File: config.mk
export PLATFORM = sky130hd
export DESIGN_NAME = uart_cmd_rx
export DESIGN_NICKNAME = d
export VERILOG_FILES = /design/src/rtl/uart_cmd_rx.sv
export SDC_FILE = /design/constraint.sdc
export NUM_CORES = 1
export LEC_CHECK = 0
export BUFFER_PORTS_ARGS = -buffer_cell sky130_fd_sc_hd__buf_2
export CORE_ASPECT_RATIO = 1.4
export CORE_MARGIN = 2
export CORE_UTILIZATION = 50
export CTS_CLUSTER_SIZE = 24
export DETAILED_ROUTE_END_ITERATION = 7
export PLACE_DENSITY = 0.69
export SLEW_MARGIN = 10
export SYNTH_ARGS = -nofsm -noshare
export SYNTH_HDL_FRONTEND = slang
export SYNTH_SLANG_ARGS = --single-unit
export TNS_END_PERCENT = 50
File: constraint.sdc
create_clock -name clk -period 2.43 [get_ports clk]
set_input_delay 0.1215 -clock clk [delete_from_list [all_inputs] [get_ports clk]]
set_output_delay 0.1215 -clock clk [all_outputs]
set_load 0.03 [all_outputs]
File: src/rtl/uart_cmd_rx.sv
// 8N1 UART command receiver: decodes command bytes into single-cycle event
// pulses and exposes the last good byte plus a framing-error pulse.
module uart_cmd_rx #(
  parameter int          CLK_FREQ   = 65_000_000,
  parameter int          BAUD       = 115_200,
  parameter logic [7:0]  CLICK_CODE = 8'h43,
  parameter logic [7:0]  RST_CODE   = 8'h52
) (
  input  logic       clk,
  input  logic       rst,
  input  logic       rx_in,
  output logic [7:0] rx_data,
  output logic       rx_valid,
  output logic       frame_err,
  output logic       click_pulse,
  output logic       rst_req,
  output logic       busy
);

  localparam int CLKS_PER_BIT = CLK_FREQ / BAUD;
  localparam int HALF_BIT     = CLKS_PER_BIT / 2;
  localparam int CW           = $clog2(CLKS_PER_BIT);

  localparam logic [CW-1:0] BIT_LAST  = CW'(CLKS_PER_BIT - 1);
  localparam logic [CW-1:0] HALF_LAST = CW'(HALF_BIT - 1);

  typedef enum logic [2:0] {
    S_IDLE,
    S_START,
    S_DATA,
    S_STOP,
    S_BREAK
  } state_t;

  state_t        state_q, state_d;
  logic          rx_meta_q, rx_s_q;
  logic [CW-1:0] cnt_q, cnt_d;
  logic [2:0]    idx_q, idx_d;
  logic [7:0]    shift_q, shift_d;
  logic [7:0]    data_q, data_d;
  logic          valid_q, valid_d;
  logic          ferr_q, ferr_d;
  logic          click_q, click_d;
  logic          rreq_q, rreq_d;

  // Two-stage synchroniser for the asynchronous line, idling high.
  always_ff @(posedge clk or posedge rst) begin
    if (rst) begin
      rx_meta_q <= 1'b1;
      rx_s_q    <= 1'b1;
    end else begin
      rx_meta_q <= rx_in;
      rx_s_q    <= rx_meta_q;
    end
  end

  // State, counters, shift register and registered outputs.
  always_ff @(posedge clk or posedge rst) begin
    if (rst) begin
      state_q <= S_IDLE;
      cnt_q   <= '0;
      idx_q   <= '0;
      shift_q <= '0;
      data_q  <= '0;
      valid_q <= 1'b0;
      ferr_q  <= 1'b0;
      click_q <= 1'b0;
      rreq_q  <= 1'b0;
    end else begin
      state_q <= state_d;
      cnt_q   <= cnt_d;
      idx_q   <= idx_d;
      shift_q <= shift_d;
      data_q  <= data_d;
      valid_q <= valid_d;
      ferr_q  <= ferr_d;
      click_q <= click_d;
      rreq_q  <= rreq_d;
    end
  end

  // Frame sequencing: mid-bit sampling, stop-bit check and command decode.
  always_comb begin
    state_d = state_q;
    cnt_d   = cnt_q;
    idx_d   = idx_q;
    shift_d = shift_q;
    data_d  = data_q;
    valid_d = 1'b0;
    ferr_d  = 1'b0;
    click_d = 1'b0;
    rreq_d  = 1'b0;

    unique case (state_q)
      S_IDLE: begin
        cnt_d = '0;
        if (!rx_s_q) state_d = S_START;
      end
      S_START: begin
        if (cnt_q == HALF_LAST) begin
          cnt_d   = '0;
          idx_d   = '0;
          // A start bit that is high again at its midpoint is a glitch.
          state_d = rx_s_q ? S_IDLE : S_DATA;
        end else begin
          cnt_d = cnt_q + 1'b1;
        end
      end
      S_DATA: begin
        if (cnt_q == BIT_LAST) begin
          cnt_d   = '0;
          shift_d = {rx_s_q, shift_q[7:1]};
          idx_d   = idx_q + 3'd1;
          if (idx_q == 3'd7) state_d = S_STOP;
        end else begin
          cnt_d = cnt_q + 1'b1;
        end
      end
      S_STOP: begin
        if (cnt_q == BIT_LAST) begin
          cnt_d = '0;
          if (rx_s_q) begin
            data_d  = shift_q;
            valid_d = 1'b1;
            click_d = (shift_q == CLICK_CODE);
            rreq_d  = (shift_q == RST_CODE);
            state_d = S_IDLE;
          end else begin
            ferr_d  = 1'b1;
            state_d = S_BREAK;
          end
        end else begin
          cnt_d = cnt_q + 1'b1;
        end
      end
      S_BREAK: begin
        // Hold off until the line returns high so a break cannot retrigger.
        if (rx_s_q) state_d = S_IDLE;
      end
      default: state_d = S_IDLE;
    endcase
  end

  assign rx_data     = data_q;
  assign rx_valid    = valid_q;
  assign frame_err   = ferr_q;
  assign click_pulse = click_q;
  assign rst_req     = rreq_q;
  assign busy        = (state_q != S_IDLE);

endmodule

==> results of run 1 <==
-- critical path, delay by kind of cell (launching register included) --
kind | cells | cell delay [ns]
and+or+nand+nor | 3 | 1.21
muxes | 1 | 0.37
DFF | 1 | 0.44
-- power groups by stage --
stage / registers [mW] / clock network [mW] / logic (mW)
after floorplan: 0.648 / 0 / 0.00995
after global placement: 0.649 / 0 / 0.0155
after detailed placement: 0.649 / 0 / 0.0161
after CTS: 0.637 / 0.530 / 0.0187
after global routing: 0.637 / 0.551 / 0.0208
final: 0.637 / 0.513 / 0.0176
-- layout make-up --
class | count | area (sq um) | share of cell area
Tap cell | 40 | 50.0 | 0.0244
Clock buffer | 5 | 68.8 | 0.0336
Multi-Input combinational cell | 106 | 806 | 0.394
Clock inverter | 3 | 40.0 | 0.0196
Timing Repair Buffer | 19 | 110 | 0.0538
Sequential cell | 38 | 953 | 0.466
Inverter | 5 | 18.8 | 0.00917
-- repair_timing --
item / in CTS / in global routing
endpoints found under the hold margin: 14 / 0
hold buffers: 2 / 0
resized for setup: 0 / 0
-- sequential cells by signal, indices dropped and copies added, names as in the netlist --
register     count
cnt_q           10
rx_data          8
shift_q          8
idx_q            3
state_q          3
click_pulse      1
frame_err        1
rst_req          1
rx_meta_q        1
rx_s_q           1
rx_valid         1
-- kinds of logic after synthesis --
| group | synth area share |
|---|---|
| simple gates | 0.180 |
| buf+inv | 0.0337 |
| fa+ha+maj | 0.0275 |
| compound gates | 0.107 |
| flops | 0.524 |
| mux | 0.128 |
-- layout by cell type (no fill, tap or decap), types with 4 or more instances in the layout --
cell      count
dfrtp_1      36
mux2_2       18
buf_2        15
nand2_1      12
nor2_1        8
o21ai_0       7
clkbuf_8      5
nor3_1        4
inv_1         4
nand3_1       4
a21oi_1       4
ha_1          4
-- routing by layer --
metal	GRT usage	vias to the layer above	part of all wire
li1	-	608	-
met2	0.353	25	0.55
met3	0.0490	6	0.029
met4	0.117	0	0.022
met5	0	-	0
met1	0.187	601	0.39
-- worst max-delay path by stage --
stage | end | from | slack (ns) | cells after the start
3_3_place_gp | shift_q[5] | cnt_q[2] | 0.37 | 4
2_1_floorplan | shift_q[0] | cnt_q[2] | 0.46 | 4
5_1_grt | shift_q[3] | cnt_q[0] | 0.18 | 5
6_report | shift_q[0] | cnt_q[2] | 0.28 | 4
4_1_cts | shift_q[3] | cnt_q[2] | 0.28 | 4
3_5_place_dp | shift_q[3] | cnt_q[2] | 0.31 | 4
-- through the flow --
step | total power, mW | cell area [sq um]
floorplan | 0.658 | 1820
global placement | 0.664 | 1920
detailed placement | 0.665 | 1920
CTS | 1.19 | 2050
global route | 1.21 | 2050
finish | 1.17 | 2050
==> metrics.md, run 1 <==
| Metric | Value |
|---|---|
| Reg2reg setup slack | between 0.2 and 0.3 ns |
| Routability cong. | between 0.8 and 0.9 |
| Final setup viols | 0 |
| Post-layout nets | between 150 and 200 |
| R2R cell count | 4 |
| Yosys top cell area share | 0.495 |
| Top-count cell post-synth | dfrtp_1 |
| Synth unique cells | 45 |
| Setup WS post-layout | between 0.2 and 0.3 ns |
| Max Fclk | approximately 470 MHz |
| CORE AREA | 0.00344 sq mm |
| Postcts setup bufs | 0 |
| Crit path required time | between 2 and 3 ns |
| Vias per cell | 5.74 |
| Synth-to-layout area growth | 12.4% |
| Die X | between 50 and 60 um |
| Post-synthesis sequential area ratio | 0.524 |
| Root Driver | clkbuf_8 |
| DR DRC count | 0 |
| Placed insts | 206 |
| Tcrit/Tclk final | 0.884 |
| Hold Slack | about 0.36 ns |
| Clock Power Share | 0.439 |
| Yosys reg bits | 38 |
| CP peak stage delay | about 0.44 ns |
| Top_reg_cell synth | dfrtp_1 |
| Number of synthesized flops with an enable pin | 0 |
| Setup TNS | 0 ns |
| I/O Pins | 16 |
| Final ANT Viol Nets | 0 |
| Critical path endpoint category | register |
| Final global-route overflow total | 0 |
| Critical Path AT | around 2.3 ns |
| CTS tree | done |
| Largest area contributor in the netlist | dfrtp_1 |
| Slew Limit Fails | 0 |
| Drt total wl | between 3000 and 4000 um |
| Crit-path slowest cell | dfrtp_1 |
| Combinational share of power | 0.015 |
| Crit path cell chain | or3_4 -> nor4_4 -> nor3b_4 -> mux2_2 |
| Flop pwr share | 0.546 |
| Diode count | 0 |
| First-pass GRT wire length | approximately 5700 um |
| HP Start | rx_meta_q |
| Initial antenna violation count | 0 |
| NetSw | 226 uW |
| Die area | between 0.004 and 0.005 sq mm |
| TritonCTS Buffers | 5 |
| Detailed router's first-iteration violation count | 27 |
| Pint | around 940 uW |
| Startpoint Class | register |
| Net Count, Synth | 161 |
| Clock sinks | 38 |
| Clock-pin slew on the worst setup and hold paths | 0.07 ns |
| Post-route insts no fill | 216 |
| Die Y | ~75 um |
| Clock Latency Late Sink | 0.29 ns |
| FP Rows | 25 |
| Mean post-synth cell area | around 12 sq um |
| Worst-margin pin slew | approximately 0.60 ns |
| RSZ-0062 raised after global routing | false |
| Worst r2r dst | shift_q[0] |
| Synthesized cell area | between 0.0015 and 0.002 sq mm |
| Worst r2r src | cnt_q[2] |
| CP Class | reg -> reg |
| Layout cells sized above 1 | 0.313 |
| Power Density | about 570 mW/mm^2 |
| DR vias | 1240 |
| PortBufs | 15 |
| Worst rel slew slack | 0.599 |
| Layout Skew | 0.00510 ns |
| Half-perimeter wire length after placement | approximately 2500 um |
| H-tree depth | 2 |
| Ys async rst share | 1.00 |
| Max Cap Viol | 0 |
| Final core utilization | 0.595 |
| Hold Path Stages | 0 |
| Post-synth top cells | dfrtp_1 (36), mux2_2 (18), nand2_1 (12) |
| Starting Density | 0.529 |
| Worst Hold Endpoint | rx_s_q |
| DR WL/cell | roughly 16 um |
| Synth top area cells | dfrtp_1 (49%), mux2_2 (11%), dfstp_2 (2.9%), ha_1 (2.7%), nand2_1 (2.5%) |
| Dpl ws | 0.307 ns |
| Pin count of the biggest net entering global routing | 24 |
| Pre-antenna DRT Iters | 4 |
| # fillers | 289 |
| Worst-case vdd ir drop | 0.434 mV |
| Status | finished clean |
| Cells after Synth | between 150 and 200 |
| Leakage dissipation | ~0.99 nW |
| Hold Path Class | reg -> reg |
| Net Sw Frac | 0.193 |
| Gr usage total | 0.193 |
| Final Hold Vio Count | 0 |
| Post-route minimum period | about 2.1 ns |
| Max Root-Sink Buffers | 2 |
| YS warnings | 0 |
| Crit-path max FO | 7 |
| Vias in the first global route | 1322 |
(Power assumes the default switching activity.)
==> run 2, diff against run 1 <==
--- a/config.mk
+++ b/config.mk
@@ -12,6 +12,7 @@
 export CTS_CLUSTER_SIZE = 24
 export DETAILED_ROUTE_END_ITERATION = 7
 export PLACE_DENSITY = 0.69
+export REMOVE_ABC_BUFFERS = 1
 export SLEW_MARGIN = 10
 export SYNTH_ARGS = -nofsm -noshare
 export SYNTH_HDL_FRONTEND = slang
==> metrics.md, run 2 (same netlist as run 1, synthesis figures left out) <==
| Metric | Value |
|---|---|
| Clock Power Share | 0.500 |
| Max Root-Sink Buffers | 2 |
| Half-perimeter wire length after placement | roughly 2500 um |
| R2R cell count | 4 |
| Layout cells sized above 1 | 0.313 |
| Setup TNS | 0 ns |
| Die Y | approximately 75 um |
| Combinational share of power | 0.014 |
| Hold buffer count at cts | 2 |
| Synth-to-layout area growth | 14.3% |
| Diode count | 0 |
| Starting Density | 0.529 |
| Postcts setup bufs | 0 |
| Placement Cell Area | around 0.0019 sq mm |
| Max Fclk | 460 MHz |
| Final Cell Area | between 0.002 and 0.0025 sq mm |
| Critical Path AT | between 2 and 2.5 ns |
| Worst rel slew slack | 0.589 |
| Reg area | 953 sq um |
| Leading cell type in the layout, fill and taps excluded | dfrtp_1 |
| Worst-case vdd ir drop | between 0.4 and 0.5 mV |
| Status | finished clean |
| First-pass GRT wire length | ~6200 um |
| Root Driver | clkbuf_8 |
| Area of the multi-input gates | a little over 800 sq um |
| Final global-route overflow total | 0 |
| Routability cong. | roughly 0.86 |
| PostCTS Resize Cnt | 0 |
| Hold Path Class | reg -> reg |
| FP Rows | 25 |
| DR WL/cell | ~17 um |
| Die area | ~0.0041 sq mm |
| Crit path required time | about 2.6 ns |
| CORE AREA | between 0.003 and 0.004 sq mm |
| Power Density | 630 mW/mm^2 |
| Post-route minimum period | between 2 and 2.5 ns |
| Tcrit/Tclk final | 0.894 |
| Net Sw Frac | 0.178 |
| Pin count of the biggest net entering global routing | 25 |
| Clock sinks | 38 |
| Max Cap Viol | 0 |
| Overall Power | 1.31 mW |
| Clock Latency Late Sink | ~0.28 ns |
| Final ANT Viol Nets | 0 |
| Flop pwr share | 0.486 |
| Critical path endpoint category | register |
| DR DRC count | 0 |
| Largest Register | cnt_q |
| Worst-margin pin slew | approximately 0.62 ns |
| Most frequent cells in the layout | dfrtp_1 (36), mux2_2 (18), buf_2 (15) |
| Crit-path max FO | 7 |
| Clock-pin slew on the worst setup and hold paths | 0.07 ns |
| Layout Skew | around 0.0053 ns |
| Pint | 1.08 mW |
| RSZ-0062 raised after global routing | false |
| Vias in the first global route | approximately 1300 |
| Detailed router's first-iteration violation count | 43 |
| Final setup viols | 0 |
| Gr usage total | 0.210 |
| Die X | 55.0 um |
| Leakage dissipation | 1.01 nW |
| Slew Limit Fails | 0 |
| Drt total wl | roughly 3700 um |
| PortBufs | 15 |
| I/O Pins | 16 |
| # fillers | 289 |
| H-tree depth | 2 |
| Initial antenna violation count | 0 |
| Largest register FFs | 10 |
| CP Class | reg -> reg |
| DR vias | 1313 |
| CTS tree | done |
| Startpoint Class | register |
| Vias per cell | 6.08 |
| TritonCTS Buffers | 5 |
| Pre-antenna DRT Iters | 4 |
| Final Hold Vio Count | 0 |
| NetSw | 233 uW |
| Hold Path Stages | 0 |
| Post-layout nets | between 150 and 200 |
-- run 2: cell types whose count changed in the layout (fill, tap and decap cells not counted) --
cell / before / now
bufinv_16: 1 / 2
clkbuf_8: 5 / 6
clkinv_2: 2 / 0
-- run 2: area by class of cell --
class,instances,area share
clock inverter,2,0.0289
clock buffer,6,0.0397
sequential,38,0.458
tap,40,0.0241
multi-input combinational,106,0.387
inverter,5,0.00902
timing repair buffer,19,0.0529
-- run 2: layer usage --
metal,vias to the layer above,wire [um],track usage
li1,610,-,-
met1,656,1360,0.218
met2,40,2090,0.396
met3,7,160,0.0529
met4,0,50,0.0705
met5,-,0,0
-- run 2: power groups by stage --
stage | clock (mW) | sequential, mW | combinational, mW
after global placement | 0 | 0.649 | 0.0157
after CTS | 0.668 | 0.637 | 0.0196
after floorplan | 0 | 0.648 | 0.00995
after global routing | 0.696 | 0.637 | 0.0210
after detailed placement | 0 | 0.649 | 0.0168
final | 0.656 | 0.637 | 0.0184
-- run 2: path summary, 6_finish.rpt --
| kind | startpoint | end | slack (ns) |
|---|---|---|---|
| worst max-delay path | cnt_q[2] | shift_q[0] | 0.26 |
| worst min-delay path | rx_meta_q | rx_s_q | 0.37 |
| worst max register to register | cnt_q[2] | shift_q[0] | 0.26 |
| worst min register to register | rx_meta_q | rx_s_q | 0.37 |
| max in group asynchronous | rst | rx_s_q | 1.20 |
| min in group asynchronous | rst | idx_q[1] | 0.45 |
-- run 2: critical path, stage by stage (launching register included) --
cell	delay, ns
dfrtp_1	0.45
or3_4	0.44
nor4_4	0.37
nor3b_4	0.43
mux2_2	0.38
-- run 2: per-stage QoR --
stage | worst slack, ns | std cells | utilization | hold WS [ns]
4_1_cts | 0.261 | 216 | 0.605 | 0.366
3_3_place_gp | 0.378 | 206 | 0.557 | 0.191
5_1_grt | 0.0694 | 216 | 0.605 | 0.375
2_1_floorplan | 0.464 | 149 | - | 0.126
3_5_place_dp | 0.277 | 206 | 0.557 | 0.230
6_report | 0.257 | 216 | 0.605 | 0.366
